[src/rtl/clock_hms_set.sv]
// -----------------------------------------------------------------------------
// clock_hms_set
// Real-time clock (HH:MM:SS) with set mode and six registered 7-segment digits.
//
// Time is held internally as six BCD digits in 24-hour format. A prescaler
// divides clk down to a 1 Hz advance. In set mode the advance is suppressed
// and the selected field can be stepped one unit per cycle with inc; each
// field wraps on its own and never carries into its neighbour.
//
// Ports
//   clk       in   single clock, all state on the rising edge
//   reset     in   asynchronous active-high reset
//   run       in   1 = timekeeping advances, 0 = time frozen
//   set_en    in   1 = set mode (1 Hz advance suppressed)
//   set_sel   in   [1:0] 00 sec, 01 min, 10 hr, 11 none
//   inc       in   increments the selected field while set_en = 1
//   mode_12h  in   1 = 12-hour display, 0 = 24-hour display
//   led_a..f  out  [6:0] digit segments a..g on bit6..bit0
//                  (a sec units, b sec tens, c min units, d min tens,
//                   e hr units, f hr tens)
//   pm        out  1 when internal hour >= 12
//   tick_1hz  out  one-cycle pulse per 1 Hz advance
// -----------------------------------------------------------------------------
module clock_hms_set #(
  parameter int CLK_HZ         = 50_000_000,
  parameter bit SEG_ACTIVE_LOW = 1'b1
) (
  input  logic       clk,
  input  logic       reset,
  input  logic       run,
  input  logic       set_en,
  input  logic [1:0] set_sel,
  input  logic       inc,
  input  logic       mode_12h,
  output logic [6:0] led_a,
  output logic [6:0] led_b,
  output logic [6:0] led_c,
  output logic [6:0] led_d,
  output logic [6:0] led_e,
  output logic [6:0] led_f,
  output logic       pm,
  output logic       tick_1hz
);

  localparam int            PW        = (CLK_HZ > 2) ? $clog2(CLK_HZ) : 1;
  localparam logic [PW-1:0] PRESC_MAX = PW'(CLK_HZ - 1);
  localparam logic [6:0]    SEG_BLANK = SEG_ACTIVE_LOW ? 7'b1111111 : 7'b0000000;

  // BCD pair {tens, units} incremented modulo 60.
  function automatic logic [7:0] inc_mod60(input logic [7:0] v);
    if (v[3:0] == 4'd9) begin
      if (v[7:4] == 4'd5) return 8'h00;
      return {v[7:4] + 4'd1, 4'd0};
    end
    return {v[7:4], v[3:0] + 4'd1};
  endfunction

  // BCD hour pair incremented modulo 24.
  function automatic logic [7:0] inc_hr24(input logic [7:0] v);
    if (v == 8'h23) return 8'h00;
    if (v[3:0] == 4'd9) return {v[7:4] + 4'd1, 4'd0};
    return {v[7:4], v[3:0] + 4'd1};
  endfunction

  // Segment code for one digit; the table is active-low, then flipped to
  // match the board polarity (blank included).
  function automatic logic [6:0] seg7(input logic [3:0] d, input logic blank);
    logic [6:0] c;
    if (blank) begin
      c = 7'b1111111;
    end else begin
      case (d)
        4'd0:    c = 7'b0000001;
        4'd1:    c = 7'b1001111;
        4'd2:    c = 7'b0010010;
        4'd3:    c = 7'b0000110;
        4'd4:    c = 7'b1001100;
        4'd5:    c = 7'b0100100;
        4'd6:    c = 7'b0100000;
        4'd7:    c = 7'b0001111;
        4'd8:    c = 7'b0000000;
        4'd9:    c = 7'b0000100;
        default: c = 7'b1111111;
      endcase
    end
    return SEG_ACTIVE_LOW ? c : ~c;
  endfunction

  logic [PW-1:0] presc;
  logic [7:0]    sec, min, hr;
  logic [7:0]    sec_n, min_n, hr_n;
  logic          adv;

  assign adv = run && !set_en && (presc == PRESC_MAX);

  // ---- stage 0: prescaler and time-of-day registers ----
  // Holding the prescaler at zero for the whole of set mode covers the
  // clear-on-entry behaviour and makes the first advance after leaving set
  // mode land exactly CLK_HZ cycles later.
  always_ff @(posedge clk or posedge reset) begin
    if (reset) begin
      presc <= '0;
    end else if (set_en) begin
      presc <= '0;
    end else if (run) begin
      presc <= adv ? '0 : presc + PW'(1);
    end
  end

  // adv and set-mode edits are mutually exclusive because adv requires set_en = 0.
  always_comb begin
    sec_n = sec;
    min_n = min;
    hr_n  = hr;
    if (adv) begin
      sec_n = inc_mod60(sec);
      if (sec == 8'h59) begin
        min_n = inc_mod60(min);
        if (min == 8'h59) hr_n = inc_hr24(hr);
      end
    end else if (set_en && inc) begin
      case (set_sel)
        2'b00:   sec_n = inc_mod60(sec);
        2'b01:   min_n = inc_mod60(min);
        2'b10:   hr_n  = inc_hr24(hr);
        default: ;
      endcase
    end
  end

  always_ff @(posedge clk or posedge reset) begin
    if (reset) begin
      sec <= 8'h00;
      min <= 8'h00;
      hr  <= 8'h00;
    end else begin
      sec <= sec_n;
      min <= min_n;
      hr  <= hr_n;
    end
  end

  // Display hour: 24-hour value, or 12-hour mapping 0->12, 13..23->1..11.
  logic [4:0] hr_bin, disp_hr;
  logic [3:0] disp_tens, disp_units;
  logic       blank_f;

  always_comb begin
    hr_bin  = 5'(hr[7:4]) * 5'd10 + 5'(hr[3:0]);
    disp_hr = hr_bin;
    if (mode_12h) begin
      if (hr_bin == 5'd0)       disp_hr = 5'd12;
      else if (hr_bin > 5'd12)  disp_hr = hr_bin - 5'd12;
    end
    if (disp_hr >= 5'd20)      disp_tens = 4'd2;
    else if (disp_hr >= 5'd10) disp_tens = 4'd1;
    else                       disp_tens = 4'd0;
    disp_units = 4'(disp_hr - 5'(disp_tens) * 5'd10);
    blank_f    = mode_12h && (disp_tens == 4'd0);
  end

  // ---- stage 1: registered display, pm and tick ----
  always_ff @(posedge clk or posedge reset) begin
    if (reset) begin
      led_a    <= SEG_BLANK;
      led_b    <= SEG_BLANK;
      led_c    <= SEG_BLANK;
      led_d    <= SEG_BLANK;
      led_e    <= SEG_BLANK;
      led_f    <= SEG_BLANK;
      pm       <= 1'b0;
      tick_1hz <= 1'b0;
    end else begin
      led_a    <= seg7(sec[3:0], 1'b0);
      led_b    <= seg7(sec[7:4], 1'b0);
      led_c    <= seg7(min[3:0], 1'b0);
      led_d    <= seg7(min[7:4], 1'b0);
      led_e    <= seg7(disp_units, 1'b0);
      led_f    <= seg7(disp_tens, blank_f);
      pm       <= (hr_bin >= 5'd12);
      tick_1hz <= adv;
    end
  end

endmodule

[config.mk]
export PLATFORM = sky130hd
export DESIGN_NAME = clock_hms_set
export DESIGN_NICKNAME = d
export VERILOG_FILES = /design/src/rtl/clock_hms_set.sv
export SDC_FILE = /design/constraint.sdc
export NUM_CORES = 1
export LEC_CHECK = 0
export BUFFER_PORTS_ARGS = -buffer_cell sky130_fd_sc_hd__buf_2
export CAP_MARGIN = 10
export CORE_MARGIN = 2
export CORE_UTILIZATION = 50
export CTS_CLUSTER_DIAMETER = 80
export DETAILED_ROUTE_END_ITERATION = 10
export PLACE_DENSITY = 0.75
export RECOVER_POWER = 25
export SYNTH_ARGS = -nofsm -noshare
export SYNTH_HDL_FRONTEND = slang
export SYNTH_SLANG_ARGS = --single-unit
[constraint.sdc]
create_clock -name clk -period 4.48 [get_ports clk]
set_input_delay 0.448 -clock clk [delete_from_list [all_inputs] [get_ports clk]]
set_output_delay 0.448 -clock clk [all_outputs]
set_load 0.02 [all_outputs]
==> impl_metrics.env, run 1 <==
export IMPL_holdBufCountCts=0
export IMPL_numCtsBuffers=9
export IMPL_grt_max_degree=54
export IMPL_cts_clk_slew_worst_paths_ns=0.09
export IMPL_end_kind="flip-flop"
export IMPL_cp_data_required_time_ns=4.78
export IMPL_multi_input_area_um2=2730
export IMPL_synth_seq_cells=92
export IMPL_num_io_pins=52
export IMPL_globalplace_congestion=0.972
export IMPL_ys_types=57
export IMPL_holdPathStages=2
export IMPL_power_switching_mw=1.97
export IMPL_finalNetCount=669
export IMPL_power_internal_mw=2.48
export IMPL_num_antenna_cells=0
export IMPL_via_per_inst=5.56
export IMPL_start_kind="flip-flop"
export IMPL_final_cell_mix="o21ai_0 (75), nand2_1 (74), nor2_1 (57)"
export IMPL_drt_iter0_drc=288
export IMPL_io_buffers=51
export IMPL_cp_arrival_ns=4.50
export IMPL_initial_utilization=0.511
export IMPL_seq_area_um2=2350
export IMPL_placedCellCount=746
export IMPL_rsz0062_at_grt="no"
export IMPL_powerDensity_nw_per_um2=768
export IMPL_cts_root_buf="clkbuf_8"
export IMPL_grt_pass1_vias=3951
export IMPL_die_area_um2=11300
export IMPL_final_instance_count_excl_fill=762
export IMPL_skew_ns=0.0127
export IMPL_placeableCoreArea_um2=10300
export IMPL_synth_edf_count=0
export IMPL_cts_sinks=92
export IMPL_die_w_um=106
export IMPL_startpoint="hr[4]$_DFFE_PP0P_"
export IMPL_tns_ns=0
export IMPL_combPwrFrac=0.585
export IMPL_worstHoldStart="set_en"
export IMPL_clock_latency_ns=0.37
export IMPL_report_final_slew_viol_count=54
export IMPL_critical_path_class="reg2reg"
export IMPL_fin_crit_ns=4.20
export IMPL_wl_um=10300
export IMPL_fmax_ghz=0.238
export IMPL_slew_limit_headroom=-0.482
export IMPL_grt_pass1_wl_um=17700
export IMPL_ys_seq_area_frac=0.448
export IMPL_grtUsageTotal=0.191
export IMPL_dr_pass1_iters=5
export IMPL_drive_gt1_frac=0.216
export IMPL_antenna_found_initial=0
export IMPL_n_fill_cell=900
export IMPL_maxCapViolCount=1
export IMPL_peakVddDrop_v=0.000786
export IMPL_syn_num_nets=622
export IMPL_clock_path_buffers=2
export IMPL_wl_per_cell_um=13.5
export IMPL_synth_warnings=0
export IMPL_violations="capacitance limit, slew limit"
export IMPL_num_vias=4236
export IMPL_syn_inst=574
export IMPL_grt_ovfl_total=0
export IMPL_ant_nets=0
export IMPL_cts_tree="done"
export IMPL_status="complete, but fails checks"
export IMPL_row_count=37
export IMPL_hpwl_um=7310
export IMPL_crit_fanout=10
export IMPL_swShare=0.442
export IMPL_die_h_um=106
export IMPL_finalHoldViolations=0
export IMPL_reg2reg_to="led_e[1]$_DFF_PP1_"
export IMPL_synth_ff_type="dfrtp_1"
export IMPL_hold_path_end="presc[6]$_DFFE_PP0P_"
export IMPL_r2r_start="hr[4]$_DFFE_PP0P_"
export IMPL_power_frac_seq=0.303
export IMPL_worst_pin_slew_ns=2.21
export IMPL_netlist_area_um2=5250
export IMPL_layout_commonest_cell="o21ai_0"
export IMPL_hold_path_class="in2reg"
export IMPL_area_growth_pct=10.5
export IMPL_totalPowerFinal_mw=4.46
export IMPL_clockPowerShare=0.112
export IMPL_htree_levels=3
export IMPL_drc=0
export IMPL_reg2reg_slack_ns=0.28
export IMPL_syn_area_per_cell_um2=9.15
export IMPL_finalSetupViolCount=0
export IMPL_hold_ws_ns=0.303
export IMPL_period_share=0.938
export IMPL_worstRegToRegCells=15
export IMPL_power_leakage_nw=2.62
export IMPL_async_flop_share=1.00
## how the worst max path moves through the flow
stage                         end  slack, ns  depth (start not counted)
6_report       led_e[1]$_DFF_PP1_       0.28                         15
5_1_grt        led_e[1]$_DFF_PP1_       0.01                         16
4_1_cts        led_e[0]$_DFF_PP1_       0.11                         17
3_5_place_dp   led_e[0]$_DFF_PP1_       0.12                         17
3_3_place_gp   led_e[0]$_DFF_PP1_       0.31                         16
2_1_floorplan  led_e[0]$_DFF_PP1_       0.50                         17
## metrics by stage
step                area (µm²)   util  setup WS, ns
detailed placement        5620  0.547         0.117
CTS                       5790  0.563         0.108
global route              5800  0.564        0.0117
global placement          5620  0.547         0.309
finish                    5800  0.564         0.279
floorplan                 5250      -         0.502
## state kept, by name, summed over array words and instances, names as in the netlist, 5 cells and up
name / count
led_f: 5
presc: 26
led_e: 7
hr: 8
led_b: 7
led_a: 7
led_c: 7
led_d: 7
sec: 8
min: 8
## routing by layer
layer	up-vias	GRT usage	part of all wire
met3	21	0.0221	0.045
met5	-	0	0
li1	2082	-	-
met1	2007	0.250	0.45
met4	0	0.101	0.021
met2	126	0.313	0.48
## worst max-delay path, stage by stage, from the launching register on
cell	delay (ns)
dfrtp_1	0.46
ha_1	0.25
fa_1	0.57
inv_1	0.19
ha_1	0.21
nand4bb_1	0.22
a211oi_1	0.40
o21ai_1	0.16
or2_2	0.35
o21ai_0	0.09
ha_1	0.16
inv_1	0.05
fa_2	0.63
nor2b_1	0.09
a21o_1	0.16
mux2i_1	0.13
## cells in the mapped netlist, drive strengths merged (2+ instances only)
library cell | n | area [µm²]
a21boi | 2 | 15.0
nand2b | 8 | 50.1
o31ai | 5 | 37.5
or3 | 3 | 18.8
clkbuf | 14 | 52.6
fa | 2 | 40.0
a31oi | 10 | 77.6
a21oi | 36 | 180
xnor2 | 5 | 62.6
and2 | 5 | 32.5
nor2b | 5 | 31.3
nor3b | 4 | 30.0
and3 | 7 | 48.8
a211oi | 2 | 15.0
dfstp | 40 | 1050
a21o | 4 | 31.3
nand2 | 74 | 278
a22o | 3 | 27.5
dfrtp | 52 | 1300
o41ai | 3 | 26.3
or2 | 10 | 62.6
nor3 | 7 | 40.0
inv | 29 | 109
nor4 | 3 | 33.8
buf | 3 | 18.8
nand3 | 21 | 105
mux2i | 10 | 100
nand4 | 9 | 62.6
nor2 | 58 | 218
o21ai | 77 | 385
ha | 38 | 475
xor2 | 8 | 70.1
and4 | 4 | 35.0
## kinds of logic (layout without fill, tap and decap cells)
family / count (synthesis) / after routing / share of synthesized area
multiplexers: 11 / 11 / 0.0212
AND/OR/NAND/NOR: 223 / 223 / 0.208
XOR/XNOR: 14 / 14 / 0.0300
AO/OA/AOI/OAI: 147 / 147 / 0.159
adder cells (fa/ha/maj): 40 / 40 / 0.0982
buffers and inverters: 47 / 99 / 0.0350
flip-flops: 92 / 92 / 0.448
## cell type report
cell class,count,share of cell area
Multi-Input combinational cell,435,0.470
Sequential cell,92,0.406
Timing Repair Buffer,53,0.0466
Tap cell,136,0.0293
Clock buffer,11,0.0244
Inverter,30,0.0196
Clock inverter,5,0.00453
## timing repair
item	CTS	global route
setup endpoints to repair	0	7
setup buffers	0	0
gates resized for setup	0	4
## power by group through the flow
stage	clock network, mW	logic, mW	registers [mW]
floorplan	0	1.89	1.51
CTS	0.516	2.56	1.35
global placement	0	2.47	1.36
global route	0.542	2.93	1.39
finish	0.498	2.61	1.35
detailed placement	0	2.55	1.37
Power figures use the tool's default switching activity.
==> inputs of run 2 (changes only) <==
Settings changed: CORE_ASPECT_RATIO set to 1.25.
==> impl_metrics.env, run 2 (synthesis gave the netlist of run 1 again) <==
export IMPL_status="complete, but fails checks"
export IMPL_violations="capacitance limit, slew limit"
export IMPL_crit_path_frequent_cell="ha_1"
export IMPL_cts_clk_slew_worst_paths_ns=0.07
export IMPL_tns_ns=0
export IMPL_peakVddDrop_v=0.00114
export IMPL_largest_register="presc"
export IMPL_powerDensity_nw_per_um2=810
export IMPL_hold_path_class="in2reg"
export IMPL_crit_fanout=10
export IMPL_worst_pin_slew_ns=2.29
export IMPL_largest_register_ffs=26
export IMPL_cts_sinks=92
export IMPL_grtUsageTotal=0.204
export IMPL_die_area_um2=11300
export IMPL_cts_root_buf="clkbuf_16"
export IMPL_grt_ovfl_total=0
export IMPL_slowest_delay_ns=0.63
export IMPL_start_kind="flip-flop"
export IMPL_crit_slowest_cell="fa_2"
export IMPL_globalplace_congestion=0.892
export IMPL_dr_pass1_iters=5
export IMPL_maxCapViolCount=1
export IMPL_placeableCoreArea_um2=10200
export IMPL_final_cell_mix="o21ai_0 (75), nand2_1 (74), nor2_1 (57)"
export IMPL_num_antenna_cells=0
export IMPL_fin_crit_ns=4.21
export IMPL_layout_commonest_cell="o21ai_0"
export IMPL_finalNetCount=669
export IMPL_ant_nets=0
export IMPL_cp_arrival_ns=4.48
export IMPL_grt_pass1_vias=4112
export IMPL_initial_utilization=0.517
export IMPL_area_growth_pct=13.4
export IMPL_wl_um=10700
export IMPL_path_cells="ha_1 -> fa_1 -> xor2_2 -> inv_1 -> ha_1 -> nand4bb_1 -> a211oi_1 -> o21ai_1 -> or2_2 -> o21ai_0 -> ha_1 -> inv_1 -> fa_2 -> nor2b_1 -> a21o_1 -> mux2i_1"
export IMPL_finalSetupViolCount=0
export IMPL_row_count=41
export IMPL_fmax_ghz=0.238
export IMPL_wl_per_cell_um=14.2
export IMPL_io_buffers=51
export IMPL_use_met2=0.333
export IMPL_slew_limit_headroom=-0.535
export IMPL_gr_usage_met3=0.0287
export IMPL_clock_path_buffers=2
export IMPL_die_w_um=95.7
export IMPL_num_vias=4243
export IMPL_final_util=0.586
export IMPL_htree_levels=3
export IMPL_drive_gt1_frac=0.216
export IMPL_skew_ns=0.0104
export IMPL_grt_util_met1=0.262
export IMPL_report_final_slew_viol_count=57
export IMPL_clock_latency_ns=0.34
export IMPL_end_kind="flip-flop"
export IMPL_via_per_inst=5.62
export IMPL_power_leakage_nw=2.68
export IMPL_holdBufCountCts=0
export IMPL_antenna_found_initial=0
export IMPL_critical_path_class="reg2reg"
export IMPL_path_delay_family="adder cells"
export IMPL_finalHoldViolations=0
export IMPL_num_io_pins=52
export IMPL_rsz0062_at_grt="no"
export IMPL_grt_max_degree=57
export IMPL_grt_pass1_wl_um=18700
export IMPL_drt_iter0_drc=262
export IMPL_cts_tree="done"
export IMPL_drc=0
export IMPL_die_h_um=119
export IMPL_numCtsBuffers=9
export IMPL_period_share=0.939
export IMPL_cp_data_required_time_ns=4.75
export IMPL_crit_buf_inv=2
export IMPL_grt_most_used_layer="met2"
export IMPL_hpwl_um=7530
-- run 2: report_power, final --
| part | internal [mW] | switching [mW] | total [mW] |
|---|---|---|---|
| Sequential | 1.19 | 0.172 | 1.36 |
| Combinational | 1.09 | 1.55 | 2.64 |
| Clock | 0.507 | 0.314 | 0.821 |
| Total | 2.78 | 2.04 | 4.82 |
-- run 2: metrics by stage --
stage               total power [mW]  setup WS, ns  hold slack (ns)  instance area (µm²)  cells
detailed placement              3.98         0.105            0.467                 5610    739
CTS                             4.81        0.0861            0.302                 5940    755
finish                          4.82         0.272            0.349                 5950    755
floorplan                       3.41         0.502            0.443                 5250    574
global placement                3.85         0.250            0.466                 5610    739
global route                    5.22        0.0348            0.366                 5950    755
-- run 2: cell type report --
type                       count  area (µm²)
tap                          129         161
multi-input combinational    435        2730
timing repair buffer          53         270
clock buffer                  11         243
fill                         881        4210
clock inverter                 5        85.1
sequential                    92        2350
inverter                      30         114
-- run 2: path summary, 6_finish.rpt --
path,from,to,slack [ns],cells past startpoint
min,set_en,presc[6]$_DFFE_PP0P_,0.35,2
max,hr[4]$_DFFE_PP0P_,led_e[1]$_DFF_PP1_,0.27,16
max reg2reg,hr[4]$_DFFE_PP0P_,led_e[1]$_DFF_PP1_,0.27,16
min reg2reg,presc[25]$_DFFE_PP0P_,presc[25]$_DFFE_PP0P_,0.48,1
min in group asynchronous,reset,sec[7]$_DFFE_PP0P_,0.73,2
max in group asynchronous,reset,led_c[4]$_DFF_PP1_,2.44,3
-- run 2: repair_timing --
action | CTS | global route
gates resized for setup | 0 | 4
buffers inserted | 0 | 0
setup endpoints to repair | 0 | 7
-- run 2: per-layer routing --
metal	vias up	wire (µm)
li1	2088	-
met1	2011	4630
met2	121	5410
met3	23	436
met4	0	269
met5	-	0
